===== config.mk =====
export PLATFORM = sky130hd
export DESIGN_NAME = fir_mac_seq_ctrl
export DESIGN_NICKNAME = d
export VERILOG_FILES = /design/src/rtl/fir_mac_seq_ctrl.sv
export SDC_FILE = /design/constraint.sdc
export NUM_CORES = 1
export LEC_CHECK = 0
export CAP_MARGIN = 20
export CORE_MARGIN = 4
export CORE_UTILIZATION = 54
export CTS_CLUSTER_DIAMETER = 80
export DETAILED_ROUTE_END_ITERATION = 10
export DONT_BUFFER_PORTS = 1
export HOLD_SLACK_MARGIN = 0.06
export PLACE_DENSITY_LB_ADDON = 0.1
export REMOVE_ABC_BUFFERS = 1
export SLEW_MARGIN = 20
export SYNTH_ARGS = -nofsm -noshare
export SYNTH_HDL_FRONTEND = slang
export SYNTH_SLANG_ARGS = --single-unit

===== constraint.sdc =====
create_clock -name Clk_i -period 1.47 [get_ports Clk_i]
set_input_delay 0.441 -clock Clk_i [delete_from_list [all_inputs] [get_ports Clk_i]]
set_output_delay 0.441 -clock Clk_i [all_outputs]
set_load 0.05 [all_outputs]

===== src/rtl/fir_mac_seq_ctrl.sv =====
// Address/strobe sequencer for a single-MAC FIR with multi-channel sample banks.
// Optional FIR_SYM_FOLD_EN: symmetric folding, two data reads per tap and half-length sweeps.
module fir_mac_seq_ctrl #(
    parameter int TAPS    = 16,
    parameter int CH      = 1,
    parameter int MAC_LAT = 2,
    localparam int AW     = $clog2(TAPS),
    localparam int CHW    = (CH > 1) ? $clog2(CH) : 1
) (
    input  logic              Clk_i,
    input  logic              RstN_i,
    input  logic              DataNd_i,
    input  logic [CHW-1:0]    DataCh_i,
    output logic              Ready_o,
    output logic              DataWe_o,
    output logic [CHW+AW-1:0] DataAddrWr_o,
    output logic [CHW+AW-1:0] DataAddr_o,
`ifdef FIR_SYM_FOLD_EN
    output logic [CHW+AW-1:0] DataAddrB_o,
`endif
    output logic [AW-1:0]     CoeffAddr_o,
    output logic              AddrValid_o,
    output logic              StartAcc_o,
    output logic              DataValid_o,
    output logic [CHW-1:0]    DataCh_o,
    output logic              Overrun_o
);

`ifdef FIR_SYM_FOLD_EN
    localparam int NT = TAPS / 2;
`else
    localparam int NT = TAPS;
`endif
    localparam int NB = 1 << CHW;
    localparam logic [AW-1:0] LAST = AW'(NT - 1);
    localparam logic [AW-1:0] ONE  = AW'(1);

    typedef enum logic {S_IDLE, S_RUN} state_t;

    state_t           r_state;
    logic [AW-1:0]    r_wptr [NB];
    logic [CHW-1:0]   r_ch;
    logic [AW-1:0]    r_rd;
    logic [AW-1:0]    r_tap;
    logic             r_addr_valid;
    logic             r_overrun;
    logic [MAC_LAT-1:0] r_start_pipe;
    logic [MAC_LAT:0]   r_last_pipe;
    logic [CHW-1:0]   r_ch_pipe [MAC_LAT+1];
`ifdef FIR_SYM_FOLD_EN
    logic [AW-1:0]    r_rdb;
`endif

    logic             w_last;
    logic             w_first;
    logic             w_acc;
    logic [AW-1:0]    w_wptr_cur;

    assign w_last     = (r_state == S_RUN) && (r_tap == LAST);
    assign w_first    = r_addr_valid && (r_tap == '0);
    assign Ready_o    = (r_state == S_IDLE) || w_last;
    assign w_acc      = DataNd_i && Ready_o;
    assign w_wptr_cur = r_wptr[DataCh_i];

    assign DataWe_o     = w_acc;
    assign DataAddrWr_o = {DataCh_i, w_wptr_cur};
    assign DataAddr_o   = {r_ch, r_rd};
    assign CoeffAddr_o  = r_tap;
    assign AddrValid_o  = r_addr_valid;
    assign Overrun_o    = r_overrun;
    assign StartAcc_o   = r_start_pipe[MAC_LAT-1];
    assign DataValid_o  = r_last_pipe[MAC_LAT];
    assign DataCh_o     = r_ch_pipe[MAC_LAT];
`ifdef FIR_SYM_FOLD_EN
    assign DataAddrB_o  = {r_ch, r_rdb};
`endif

    // Sweep FSM; rd walks newest->oldest, tap doubles as the coefficient address.
    always_ff @(posedge Clk_i or negedge RstN_i) begin
        if (!RstN_i) begin
            r_state      <= S_IDLE;
            r_ch         <= '0;
            r_rd         <= '0;
            r_tap        <= '0;
            r_addr_valid <= 1'b0;
`ifdef FIR_SYM_FOLD_EN
            r_rdb        <= '0;
`endif
        end else if (w_acc) begin
            r_state      <= S_RUN;
            r_ch         <= DataCh_i;
            r_rd         <= w_wptr_cur;
            r_tap        <= '0;
            r_addr_valid <= 1'b1;
`ifdef FIR_SYM_FOLD_EN
            r_rdb        <= w_wptr_cur - AW'(TAPS - 1);
`endif
        end else if (r_state == S_RUN) begin
            if (w_last) begin
                r_state      <= S_IDLE;
                r_addr_valid <= 1'b0;
            end else begin
                r_tap <= r_tap + ONE;
                r_rd  <= r_rd - ONE;
`ifdef FIR_SYM_FOLD_EN
                r_rdb <= r_rdb + ONE;
`endif
            end
        end
    end

    always_ff @(posedge Clk_i or negedge RstN_i) begin
        if (!RstN_i) begin
            for (int i = 0; i < NB; i++) r_wptr[i] <= '0;
            r_overrun <= 1'b0;
        end else begin
            if (w_acc) r_wptr[DataCh_i] <= w_wptr_cur + ONE;
            r_overrun <= DataNd_i && !Ready_o;
        end
    end

    // Strobe delay lines; per-stage state so overlapping sweeps never collide.
    always_ff @(posedge Clk_i or negedge RstN_i) begin
        if (!RstN_i) begin
            r_start_pipe <= '0;
            r_last_pipe  <= '0;
            for (int i = 0; i <= MAC_LAT; i++) r_ch_pipe[i] <= '0;
        end else begin
            r_start_pipe[0] <= w_first;
            for (int i = 1; i < MAC_LAT; i++) r_start_pipe[i] <= r_start_pipe[i-1];
            r_last_pipe[0] <= w_last;
            r_ch_pipe[0]   <= r_ch;
            for (int i = 1; i <= MAC_LAT; i++) begin
                r_last_pipe[i] <= r_last_pipe[i-1];
                r_ch_pipe[i]   <= r_ch_pipe[i-1];
            end
        end
    end

endmodule


**Word-level counts from Yosys, hierarchy flattened**

Index checks and enable logic that the tools add are counted.

- Add/subtract/negate cells: 3
- Magnitude comparators: 2
- Eq/ne operators: 2
- Mux-type cells: 18
- Bitwise gates (word level): 2
- Reduce and logical (&&, ||, !) cells: 12

Operators with widths:

| operator | number |
|---|---|
| 4-bit 2-to-1 mux | 10 |
| 4-bit by 1-bit adder with 4-bit output, second input constant | 2 |
| 8-bit bitwise mux | 1 |
| 1-bit 2-to-1 mux | 6 |
| 1-bit logical AND | 5 |
| 4-bit demux with 1-bit select | 1 |
| 4-bit == test, second input constant | 1 |
| 4-bit zero test | 1 |
| 2-bit AND reduction | 2 |
| 2-bit nonzero test | 2 |
| 4-bit by 1-bit subtractor with 4-bit output, second input constant | 1 |
| 2-bit >= comparator, second input constant | 1 |
| 2-bit by 1-bit < comparator with 1-bit output, second input constant | 1 |
| 2-bit inequality test, second input constant | 1 |
| 1-bit inverter with 2-bit output | 1 |
| 1-bit zero test | 1 |
| 1-bit logical OR | 1 |
| 1-bit inverter | 1 |

- Register bits: 28
- Input port bits: 4
- Output and inout bits: 21
- Logic and storage cells: 52

**Logic depth before layout (Yosys ltp)**

- Depth in word-level cells: 6
- Mapped depth: 6
- Gate-level depth less buffers: 6

**Worst setup path before layout**

OpenSTA, ideal clock, no wires.

- Path type: flip-flop to output port
- From: register r_tap[0], in the netlist CoeffAddr_o[0]
- To: output DataWe_o
- Arrival: 1.942 ns
- Data required time: 1.029 ns
- Path slack: -0.913 ns
- Stages on the path, launching flop included: 7
- Path buffers: 0
- Cell sequence: dfrtp_1 > ha_1 > nand3_2 > and2_4 > clkinv_2 > nand2_1 > inv_1

- Cells in the longest elaborated chain, start to end: 4

Ends and longest elaborated chain:

| element | RTL line | text |
|---|---|---|
| from (decl) | 44 | `logic [AW-1:0] r_tap;` |
| from (signal assigned) | 103 | `r_tap <= r_tap + ONE;` |
| 4-bit == test | 59 | `assign w_last = (r_state == S_RUN) && (r_tap == LAST);` |
| 1-bit logical AND | 59 |  |
| 1-bit logical OR | 61 | `assign Ready_o = (r_state == S_IDLE) \|\| w_last;` |
| named net Ready_o | 14 | `output logic Ready_o,` |
| 1-bit logical AND | 62 | `assign w_acc = DataNd_i && Ready_o;` |
| to (decl) | 15 | `output logic DataWe_o,` |

The timed path passes the listed nets, and every way through them passes these cells.

**Worst setup path in the final report**

- From: register r_tap[0], in the netlist CoeffAddr_o[0]
- To: output DataWe_o

- Cells in the longest elaborated chain, start to end: 4

Ends and longest elaborated chain:

| element | RTL line |
|---|---|
| 4-bit == test | 59 |
| 1-bit logical AND | 59 |
| 1-bit logical OR | 61 |
| 1-bit logical AND | 62 |

Every way passes these cells.

==> impl_metrics.env <==
export IMPL_die_y_um=55.8
export IMPL_final_cell_mix="buf_4 (29), dfrtp_1 (26), inv_1 (8), nand2_1 (8)"
export IMPL_syn_cell_area_um2=1230
export IMPL_postSynthAreaPerCell_um2=11.8
export IMPL_grt_pass1_wl_um=4180
export IMPL_fin_nets=153
export IMPL_gp_congestion=0.740
export IMPL_worst_pin_slew_ns=0.444
export IMPL_seqCellArea_um2=703
export IMPL_yosys_area_share_simple=0.119
export IMPL_grt_pass1_vias=842
export IMPL_routed_wirelength_um=2640
export IMPL_seq_area_frac_synth=0.567
export IMPL_drv_cap=0
export IMPL_fin_worst_skew_ns=0.00627
export IMPL_cp_start_kind="register"
export IMPL_setup_slack_ns=-0.421
export IMPL_fill_cells=126
export IMPL_whs_ns=0.187
export IMPL_ys_ff_latch=28
export IMPL_drcViolationCount=0
export IMPL_setup_violations=10
export IMPL_cp_arrival_ns=1.45
export IMPL_die_w_um=55.8
export IMPL_clock_sinks=28
export IMPL_ios=25
export IMPL_core_area_um2=2190
export IMPL_cts_tree="done"
export IMPL_path_class="reg2out"
export IMPL_cts_buffers=3
export IMPL_status="finished, violations left"
export IMPL_fin_crit_sh=1.29
export IMPL_rsz0062_at_grt="true"
export IMPL_ant_nets=0
export IMPL_gr_total_overflow=0
export IMPL_clkTransAtPathRegs_ns=0.14
export IMPL_diodes=0
export IMPL_total_power_w=0.00395
export IMPL_worstSkewPairLatency_ns=0.32
export IMPL_yosys_warnings=0
export IMPL_antenna_found_initial=0
export IMPL_clk_path_buf_depth=2
export IMPL_violations="setup timing"
export IMPL_synth_compound_area_share=0.0780
export IMPL_finalMaxSlewViolations=0
export IMPL_synth_cell_types=29
export IMPL_syn2layout_area_growth_pct=39.1
export IMPL_io_buffers=0
export IMPL_cts_htree_levels=1
export IMPL_synth_top_family_by_area="simple AND/OR/NAND/NOR gates"
export IMPL_synth_xor_area_frac=0.0496
export IMPL_cp_data_required_time_ns=1.03
export IMPL_hold_viol_final=0
export IMPL_power_leakage_nw=0.848
export IMPL_wl_per_cell_um=15.4
export IMPL_final_common_cell="buf_4"
export IMPL_multi_input_area_um2=523
export IMPL_post_place_ws_ns=-0.150
export IMPL_min_path_type="in2reg"
export IMPL_place_hpwl_um=1640
export IMPL_holdPathStages=1
export IMPL_syn_instance_count=105
export IMPL_cp_max_fo=2
export IMPL_num_rows=17
export IMPL_layout_min_cycle_time_ns=1.89
export IMPL_setup_tns_ns=-1.55
export IMPL_max_slew_margin_rel=0.704
export IMPL_muxShareOfSynthArea=0.0851
export IMPL_firstDrtPassIters=4
export IMPL_dieArea_um2=3120
export IMPL_vias=890
export IMPL_viasPerCell=5.17
export IMPL_drive_gt1_frac=0.444
export IMPL_endpoint_kind="output pin"
export IMPL_cts_root_buf="clkbuf_4"
export IMPL_r2r_cells=7
export IMPL_power_density_nw_per_um2=2300
export IMPL_grtUsageTotal=0.170
export IMPL_initial_core_util=0.564
export IMPL_max_freq_mhz=529
export IMPL_synth_adder_area_share=0.0405
export IMPL_irDropWorstVdd_v=0.00179
export IMPL_drt_iter0_markers=15
export IMPL_grt_max_degree=29
## state kept, by name, summed over array words and instances (netlist names)
name and flops:
r_last_pipe 3, r_rd 4, r_ch_pipe 2, Overrun_o 1
CoeffAddr_o 4, r_state 1, r_start_pipe 2, r_wptr 8
AddrValid_o 1, DataCh_o 1, r_ch 1
## what timing repair did
action | in CTS | in global routing
resized for setup | 16 | 12
setup buffers | 10 | 9
setup endpoints to repair | 15 | 12
pin swaps | 6 | 3
hold buffers | 2 | 0
endpoints found under the hold margin | 28 | 0
## report_power, final
group / internal, W / total (W) / switching (W)
sequential: 0.00106 / 0.00143 / 0.000370
clock: 0.000151 / 0.000373 / 0.000222
combinational: 0.000924 / 0.00216 / 0.00123
## metrics by stage
stage,instance area [um2],utilization,cells
after floorplan,1200,-,100
final,1720,0.784,172
after global placement,1420,0.646,149
after detailed placement,1420,0.646,149
after global routing,1720,0.784,172
after CTS,1600,0.732,163
## area by class of cell
cell class	count	share of cell area
timing repair buffer	40	0.220
multi-input combinational	62	0.304
clock buffer	4	0.0211
tap	28	0.0204
sequential	28	0.409
inverter	10	0.0248
## synthesized netlist by cell type
master | n | area share
clkinv_2 | 1 | 0.0040
a21bo_2 | 1 | 0.0081
mux2_4 | 2 | 0.024
nand2b_1 | 1 | 0.0051
mux2_2 | 4 | 0.036
buf_4 | 2 | 0.012
dfrtp_1 | 28 | 0.57
nand4_1 | 3 | 0.015
nor3_1 | 2 | 0.0081
o21ai_0 | 6 | 0.024
mux2i_1 | 3 | 0.024
ha_1 | 4 | 0.041
nand2_1 | 9 | 0.027
and2_1 | 1 | 0.0051
xor2_1 | 1 | 0.0071
and3_1 | 2 | 0.010
or3b_1 | 1 | 0.0071
nand3_2 | 2 | 0.016
o31ai_1 | 2 | 0.012
o221a_2 | 1 | 0.0091
buf_2 | 2 | 0.0081
nand3_1 | 2 | 0.0081
o311a_1 | 1 | 0.0081
and2_4 | 1 | 0.0071
inv_1 | 9 | 0.027
buf_6 | 1 | 0.0091
xnor2_1 | 6 | 0.043
nor2_1 | 3 | 0.0091
a21oi_1 | 4 | 0.016
## cells by family after synthesis
kind of cell               after synthesis
and+or+nand+nor                         27
AOI/OAI and AO/OA                       15
adders and majority gates                4
buffers and inverters                   15
xor gates and xnor gates                 7
muxes                                    9
DFF                                     28
## per-layer routing
| layer | global-route usage | part of all wire | up-vias |
|---|---|---|---|
| met5 | 0 | 0 | - |
| li1 | - | - | 431 |
| met3 | 0.0487 | 0.062 | 2 |
| met1 | 0.240 | 0.47 | 436 |
| met4 | 0.0407 | 0.0087 | 0 |
| met2 | 0.258 | 0.46 | 21 |
## critical path, cell delays in order, from the launching register on
cell and delay (ns):
dfrtp_1 0.42, ha_2 0.20, nand3_2 0.06, and2_4 0.17, clkinv_4 0.07, nand2_4 0.06, inv_2 0.04, buf_12 0.13
## final timing paths
| kind | end | startpoint | slack (ns) |
|---|---|---|---|
| min | CoeffAddr_o[3] | DataNd_i | 0.19 |
| max reg2reg | r_rd[3] | CoeffAddr_o[0] | -0.16 |
| min in group asynchronous | r_rd[3] | RstN_i | 0.53 |
| max | DataWe_o | CoeffAddr_o[0] | -0.42 |
| max in group asynchronous | r_ch | RstN_i | 0.76 |
| min reg2reg | DataCh_o | r_ch_pipe[1] | 0.37 |
(Power assumes the default switching activity.)
